File: config.mk
export PLATFORM = sky130hd
export DESIGN_NAME = satagtx_clk_seq
export DESIGN_NICKNAME = d
export VERILOG_FILES = /design/src/rtl/satagtx_clk_seq_pkg.sv /design/src/rtl/satagtx_clk_seq_sync2.sv /design/src/rtl/satagtx_clk_seq.sv
export SDC_FILE = /design/constraint.sdc
export NUM_CORES = 1
export LEC_CHECK = 0
export CAP_MARGIN = 20
export CORE_MARGIN = 5
export CORE_UTILIZATION = 57
export DETAILED_ROUTE_END_ITERATION = 7
export GPL_TIMING_DRIVEN = 0
export HOLD_SLACK_MARGIN = 0.12
export PLACE_DENSITY = 0.75
export RECOVER_POWER = 25
export SLEW_MARGIN = 10
export SYNTH_ARGS = -nofsm -noshare
export SYNTH_HDL_FRONTEND = slang
export SYNTH_SLANG_ARGS = --single-unit
File: constraint.sdc
create_clock -name clk -period 4.1 [get_ports clk]
set_clock_uncertainty 0.15 [all_clocks]
set_input_delay 0.41 -clock clk [delete_from_list [all_inputs] [get_ports clk]]
set_output_delay 0.41 -clock clk [all_outputs]
set_load 0.05 [all_outputs]
File: src/rtl/satagtx_clk_seq_pkg.sv
// satagtx_clk_seq_pkg: state encoding, parameter defaults and helpers for the GTX clock/reset sequencer
package satagtx_clk_seq_pkg;
  typedef enum logic [2:0] {WAIT_PLL, DCM_RST, WAIT_LOCK, SETTLE, REL, RUN, FAULT} state_t;
  localparam int DEF_NUM_CH = 2;
  localparam int DEF_RST_PULSE = 16;
  localparam int DEF_LOCK_TIMEOUT = 65535;
  localparam int DEF_SETTLE = 256;
  localparam int DEF_STAGGER = 8;
  localparam int DEF_MAX_RETRY = 7;
  localparam int DEF_CNT_W = 16;
  function automatic logic [7:0] lowest_set(input logic [7:0] v);
    return v & (~v + 8'd1);
  endfunction
endpackage

File: src/rtl/satagtx_clk_seq_sync2.sv
// satagtx_clk_seq_sync2: two-flop synchroniser for a single asynchronous level
//   clk, rst (async, active-high, clears to 0); d in; q out (d delayed two clk edges)
module satagtx_clk_seq_sync2 (
  input  logic clk,
  input  logic rst,
  input  logic d,
  output logic q
);
  logic m;
  always_ff @(posedge clk or posedge rst)
    if (rst) {q, m} <= 2'b00;
    else {q, m} <= {m, d};
endmodule

File: src/rtl/satagtx_clk_seq.sv
// satagtx_clk_seq: bring-up sequencer for GTX tiles sharing one usrclk DCM
//   in : clk, rst (async, active-high), plllkdet[C_NUM_CH], dcm_locked, ch_mask[C_NUM_CH], force_rst
//   out: dcm_reset, ch_rst[C_NUM_CH], ch_ready[C_NUM_CH], all_ready, fault, retry_cnt[2:0] (all registered)
module satagtx_clk_seq
  import satagtx_clk_seq_pkg::*;
#(
  parameter int C_NUM_CH = DEF_NUM_CH,
  parameter int C_RST_PULSE = DEF_RST_PULSE,
  parameter int C_LOCK_TIMEOUT = DEF_LOCK_TIMEOUT,
  parameter int C_SETTLE = DEF_SETTLE,
  parameter int C_STAGGER = DEF_STAGGER,
  parameter int C_MAX_RETRY = DEF_MAX_RETRY,
  parameter int C_CNT_W = DEF_CNT_W
) (
  input  logic                clk,
  input  logic                rst,
  input  logic [C_NUM_CH-1:0] plllkdet,
  input  logic                dcm_locked,
  input  logic [C_NUM_CH-1:0] ch_mask,
  input  logic                force_rst,
  output logic                dcm_reset,
  output logic [C_NUM_CH-1:0] ch_rst,
  output logic [C_NUM_CH-1:0] ch_ready,
  output logic                all_ready,
  output logic                fault,
  output logic [2:0]          retry_cnt
);
  logic [C_NUM_CH-1:0] pll_s, mask_q, rel, rel_n, pend, first, ch_rst_n, ch_ready_n;
  logic lock_s, pll_ok, fail, unmask, rel_step, dcm_reset_n;
  logic [2:0] rc_inc, rc_n;
  logic [C_CNT_W-1:0] cnt;
  state_t state, ns, retry_ns;
  for (genvar i = 0; i < C_NUM_CH; i++) begin : g_sync
    satagtx_clk_seq_sync2 u_pll (.clk(clk), .rst(rst), .d(plllkdet[i]), .q(pll_s[i]));
  end
  satagtx_clk_seq_sync2 u_lock (.clk(clk), .rst(rst), .d(dcm_locked), .q(lock_s));
  assign pll_ok = &(pll_s | ~ch_mask) & |ch_mask;
  // rel marks channels already let out of reset; pend is what REL still has to release
  assign pend = ch_mask & ~rel;
  assign first = C_NUM_CH'(lowest_set(8'(pend)));
  assign rc_inc = retry_cnt + 3'd1;
  assign retry_ns = (rc_inc == 3'(C_MAX_RETRY)) ? FAULT : DCM_RST;
  // a lost lock in SETTLE or an expired wait in WAIT_LOCK both consume one attempt
  assign fail = !lock_s && (state == SETTLE || (state == WAIT_LOCK && cnt == C_CNT_W'(C_LOCK_TIMEOUT - 1)));
  assign unmask = (state == REL || state == RUN) && |(ch_mask & ~mask_q);
  assign rel_step = (state == SETTLE && !fail && cnt == C_CNT_W'(C_SETTLE - 1)) ||
                    (state == REL && |pend && cnt == C_CNT_W'(C_STAGGER - 1));
  always_comb begin
    ns = state;
    case (state)
      WAIT_PLL:  ns = pll_ok ? DCM_RST : WAIT_PLL;
      DCM_RST:   ns = !pll_ok ? WAIT_PLL : cnt == C_CNT_W'(C_RST_PULSE - 1) ? WAIT_LOCK : DCM_RST;
      WAIT_LOCK: ns = lock_s ? SETTLE : fail ? retry_ns : WAIT_LOCK;
      SETTLE:    ns = fail ? retry_ns : rel_step ? REL : SETTLE;
      REL:       ns = unmask ? WAIT_PLL : |pend ? REL : RUN;
      RUN:       ns = (unmask || !pll_ok || !lock_s) ? WAIT_PLL : RUN;
      FAULT:     ns = FAULT;
      default:   ns = WAIT_PLL;
    endcase
    if (force_rst) ns = WAIT_PLL;
  end
  always_comb begin
    rel_n = (ns == WAIT_PLL) ? '0 : rel | (rel_step ? first : '0);
    rc_n = (ns == WAIT_PLL) ? 3'd0 : fail ? rc_inc : retry_cnt;
    dcm_reset_n = ns inside {WAIT_PLL, DCM_RST, FAULT};
    ch_rst_n = ~(rel_n & ch_mask);
    // ready follows the reset release by one cycle
    ch_ready_n = rel_n & ch_mask & ~ch_rst;
  end
  always_ff @(posedge clk or posedge rst)
    if (rst) begin
      state <= WAIT_PLL;
      cnt <= '0;
      rel <= '0;
      mask_q <= '0;
      retry_cnt <= 3'd0;
      dcm_reset <= 1'b1;
      ch_rst <= '1;
      ch_ready <= '0;
      all_ready <= 1'b0;
      fault <= 1'b0;
    end else begin
      state <= ns;
      cnt <= (ns != state || (state == REL && rel_step)) ? '0 : &cnt ? cnt : cnt + C_CNT_W'(1);
      rel <= rel_n;
      mask_q <= ch_mask;
      retry_cnt <= rc_n;
      dcm_reset <= dcm_reset_n;
      ch_rst <= ch_rst_n;
      ch_ready <= ch_ready_n;
      all_ready <= ns == RUN;
      fault <= ns == FAULT;
    end
endmodule

# == Word-level counts from Yosys, hierarchy flattened ==
# Cells that the tools add are included.
# op_classes
n_mux,19
bitwise_logic,14
n_reduce_logical,26
eq_ne,16
n_addsub,3
# ops
operator,count
16-bit two-way mux,2
3-bit two-way mux,10
3-bit one-hot mux with 7 select lines,1
3-bit equality test (second input constant),6
16-bit by 1-bit adder with 16-bit output (second input constant),1
16-bit equality test (second input constant),1
16-bit by 3-bit equality test with 1-bit output (second input constant),1
16-bit by 4-bit equality test with 1-bit output (second input constant),1
16-bit by 8-bit equality test with 1-bit output (second input constant),1
16-bit AND reduction,1
2-bit NOT,6
2-bit bitwise AND,5
1-bit logical AND,8
2-bit two-way mux,4
3-bit by 1-bit equality test with 1-bit output (second input constant),2
3-bit by 2-bit equality test with 1-bit output (second input constant),2
3-bit zero test,2
1-bit logical OR,6
2-bit OR reduction,3
2-bit bitwise OR,2
3-bit by 1-bit adder with 3-bit output (second input constant),1
1-bit zero test,3
3-bit != test,1
3-bit nonzero test,1
other kinds (6),7
# totals
regBits,39
elab_cells,94
output_inout_bits,10
in_bits,8

# == Longest topological paths before layout ==
# depth
word_depth,16
ltp_mapped,10
depth_no_buf,9

# == Modules after synthesis ==
# Synthesis repeated with hierarchy kept, for this count alone.
# hier_totals
hier_cells,225
area_unflattened_um2,2294.7
# by_module_without_submodules
module,instances,area_per_inst_um2,cells_each,seq_area_each_um2
satagtx_clk_seq,1,2133.3,216,829.5
satagtx_clk_seq_sync2,3,53.8,3,50.0

# == Least setup slack after synthesis ==
# Ideal clock, no wire load.
# synth_path
path_kind,reg2reg
startpoint,reg cnt[1]
endpoint,reg cnt[0]
setup_time_ps,119
arrival_time_ps,2565
period_less_slack_ps,2834
path_slack_ps,1266
stages_incl_launch_ff,10
n_path_buf,1
t_required_ps,3831
path_cell_list,dfrtp_1 -> ha_1 -> or4b_2 -> nor4_4 -> o2bb2a_4 -> a211oi_4 -> o21ai_1 -> o311ai_2 -> buf_6 -> nor2_1
# synth_via
elab_chain_len,15
word_cells_on_any_way,26
classes_between,6 x eq/ne; 9 x mux; 11 x reduce/logical
# synth_rtl
item,line,text
"start, declared",satagtx_clk_seq.sv:31,logic [C_CNT_W-1:0] cnt;
"start signal, assigned",satagtx_clk_seq.sv:84,cnt <= (ns != state || (state == REL && rel_step)) ? '0 : &cnt ? cnt : cnt + C_CNT_W'(1);
16-bit equality test,satagtx_clk_seq.sv:44,assign fail = !lock_s && (state == SETTLE || (state == WAIT_LOCK && cnt == C_CNT_W'(C_LOCK_TIMEOUT - 1)));
1-bit logical AND,satagtx_clk_seq.sv:44,
1-bit logical OR,satagtx_clk_seq.sv:44,
1-bit logical AND,satagtx_clk_seq.sv:44,
1-bit zero test,satagtx_clk_seq.sv:46,assign rel_step = (state == SETTLE && !fail && cnt == C_CNT_W'(C_SETTLE - 1)) ||
1-bit logical AND (2 in a row),satagtx_clk_seq.sv:46,
1-bit logical OR,satagtx_clk_seq.sv:46,
3-bit two-way mux (2 in a row),satagtx_clk_seq.sv:54,SETTLE: ns = fail ? retry_ns : rel_step ? REL : SETTLE;
3-bit one-hot mux with 7 select lines,satagtx_clk_seq.sv:50,case (state)
3-bit two-way mux,satagtx_clk_seq.sv:60,if (force_rst) ns = WAIT_PLL;
3-bit != test,satagtx_clk_seq.sv:84,
1-bit logical OR,satagtx_clk_seq.sv:84,
2-bit != test (no source line) / 16-bit two-way mux (equally long branches),n/a,
# Parallel ways exist; a longest one is shown, timed or not.
# A chain may end at the register's enable or synchronous reset.

# == Final worst setup path ==
# layout_path
startpoint,reg cnt[1]
endpoint,reg cnt[13]
# Same word-level chain as after synthesis.

==> results.md <==
* Status: completed
* Diode count at 0
* Switching Share at 22.90%
* Post-cts gate resize count at 0
* Distinct cells, synth at 53
* P_leak at 1.014 nW
* Final instance area at 0.002449 mm^2
* RSZ-0062 raised after global routing: no
* Clock tree root driver cell: clkbuf_8
* GP Congestion at 0.9006
* Ys Warns at 0
* CTS Buf Count at 5
* Total Routed Length at 4207 um
* Hold violation count in the final report at 0
* Cell row count at 22
* Min Clock Period, post-route at 3.319 ns
* Post-synth top area cell: dfrtp_1
* R2R setup slack at 0.78 ns
* I/O Pins at 18
* Crit path launch type: flop
* Worst Setup End Kind: flop
* Die Height at 70.49 um
* Peak VDD IR at 0.0002415 V
* Initial antenna violation count at 0
* Tot Pwr at 893.7 uW
* # setup viols final at 0
* FF-to-FF Start: cnt[1]
* Slew headroom at 7.211%
* CP max-delay cell: or4b_2
* Vias at 1,673
* Placed cell areas at 0.002316 mm^2
* Post-Syn Nets at 222
* Int Pwr at 689.0 uW
* Worst hold path startpoint: u_lock.m
* Fin crit share at 80.95%
* Clock share of power at 41.3%
* Number of global-route vias before repair at 1,678
* CP top delay family: simple AND/OR/NAND/NOR gates
* CP Max Fanout at 10
* Reg-to-reg endpoint: cnt[13]
* Clock Tree Buf Depth at 2
* Commonest non-fill, non-tap cell in the layout: dfrtp_1
* Vias per cell at 5.912
* Setup_tns at 0 ns
* Share of layout cells above drive strength 1 at 11.06%
* Post-Syn Area at 0.002086 mm^2
* Critical-path cell list: ha_1 > or4b_2 > nor4_4 > and4_1 > a211oi_4 > o311ai_2 > buf_6 > nor2_1
* Core area at 0.003606 mm^2
* Seq/Total Area, Yosys at 46.97%
* Net Switching at 204.7 uW
* Worst-case reg-to-reg path depth at 8
* ANT nets after route at 0
* Gate power share at 11.0%
* Reg power frac at 47.7%
* Buf/Inv on CP at 1
* Worst hold path depth at 0
* Mean area per synthesized cell at 9.932 um^2
* Slew Viols, Final at 0
* Asr flop ratio synth at 100.0%
* Most frequent cells in the layout: dfrtp_1 (36), nor2_1 (33), nand3_1 (12)
* Grt total ovfl at 0
* Worst path required time at 4.13 ns
* Arr. time, crit path at 3.35 ns
* Port-buffer cells at 17
* Worst Hold Class: reg -> reg
* Synth Flop Type: dfrtp_1
* Post-synth EDFFs at 0
* P&R area growth vs syn at 17.40%
* Synthesized flop and latch total at 39
* F_max at 301.3 MHz
* Pre-CTS WS at 0.8389 ns
* Crit path depth at 8
* Width of the chip at 70.49 um
* All-Layer GR Usage at 18.57%
* CTS tree: yes
* Die area at 0.004969 mm^2
* Cts hold-fix bufs at 0
* Nets at 246
* Initial Utilization at 57.84%
* Final core utilization at 67.90%
* Drt first pass iters at 4
* Worst slew pin tran at 1.390 ns
* Sink Count at 39
* Setup ws final at 0.7810 ns
* Pin count of the biggest net entering global routing at 40
* First DRT Iteration DRCs at 75
* Cell Pwr Density at 365.0 mW/mm^2
* Clk_lat worst skew at 0.29 ns
* Post-DR wirelength/cell at 14.87 um
* Maxcap violations at 0
* Fill cell count at 273
* HPWL Detailed at 3182 um
* Ranking of synthesized cells by area: dfrtp_1 (43%), nor2_1 (5.9%), xor2_1 (4.2%)
* Critical Path Max Stage Delay at 0.66 ns
* DRC violations left at 0
* Worst setup path class: reg -> reg
* Yosys top cell area share at 43.19%
* Reg clk slew, reported paths at 0.07 ns
* H-tree depth at 2
* Post-synthesis cell count at 210
* Post-CTS Setup Bufs at 0
* Global-route wire length before repair at 7389 um
* Hold Path End: u_lock.q
## worst register-to-register path, delay by kind of cell (launching register included)
family | cells | cell delay (ns)
buffers and inverters | 1 | 0.23
DFF | 1 | 0.43
adders and majority gates | 1 | 0.31
AOI/OAI and AO/OA | 2 | 0.74
and+or+nand+nor | 4 | 1.37
## worst max-delay path by stage
stage,startpoint,end
after global routing,cnt[1],cnt[11]
after floorplan,cnt[1],cnt[0]
final,cnt[1],cnt[13]
after global placement,cnt[1],cnt[0]
after detailed placement,cnt[1],cnt[13]
after CTS,cnt[1],cnt[13]
## sequential cells by signal, summed over array words and instances (netlist names)
name / count
all_ready: 1
ch_ready: 2
ch_rst: 2
cnt: 16
dcm_reset: 1
fault: 1
g_sync.u_pll.m: 2
g_sync.u_pll.q: 2
mask_q: 2
rel: 2
retry_cnt: 3
state: 3
u_lock.m: 1
u_lock.q: 1
## metal layers
layer	vias to the layer above	GRT usage [%]	share of wire, %
met3	15	4.748	7.2
met2	70	30.25	47
met4	0	8.085	2.7
li1	800	-	-
met5	-	0	0
met1	788	23.15	43
## power by group through the flow
stage	combinational, mW	sequential, mW	clock, mW
after floorplan	0.0714	0.427	0
after global placement	0.0956	0.432	0
after detailed placement	0.0988	0.433	0
after CTS	0.100	0.425	0.381
after global routing	0.110	0.430	0.395
final	0.0985	0.426	0.369
## final cells by class
| cell class | instances | area (um^2) | area share (%) |
|---|---|---|---|
| clock inverters | 2 | 60.06 | 2.453 |
| inverters | 8 | 30.03 | 1.226 |
| well taps | 48 | 60.06 | 2.453 |
| multi-input cells | 158 | 1049 | 42.82 |
| clock buffers | 6 | 72.57 | 2.964 |
| repair buffers | 17 | 170.2 | 6.949 |
| plain buffers | 5 | 27.53 | 1.124 |
| flip-flops and latches | 39 | 979.7 | 40.01 |
## cell usage after synthesis (3+ instances only)
cell type   n
inv_1       8
nand2_1     9
nor3_1      5
dfrtp_1    36
a31oi_1     3
nand3_1    12
clkbuf_1    3
ha_1        4
nand4_1     6
nor2_1     33
a21oi_1     6
dfstp_2     3
nor4_1      5
xnor2_1     7
nand2b_1    5
nor2b_1     6
o21ai_0     4
xor2_1     10
a211oi_1    3
## cells by family after synthesis
logic type / Yosys count / share of synthesized area [%]
xor gates and xnor gates: 17 / 7.138
and+or+nand+nor: 101 / 26.58
AOI/OAI and AO/OA: 35 / 13.68
muxes: 1 / 0.4799
adders and majority gates: 4 / 2.400
DFF: 39 / 46.97
buffers and inverters: 13 / 2.759
## per-stage QoR
stage          cells  hold slack (ns)
6_report         283           0.2043
4_1_cts          283           0.2077
3_3_place_gp     275           0.1824
3_5_place_dp     275           0.1905
5_1_grt          283           0.2185
2_1_floorplan    210           0.1812
Note: power is estimated with default switching activity, not from simulation.
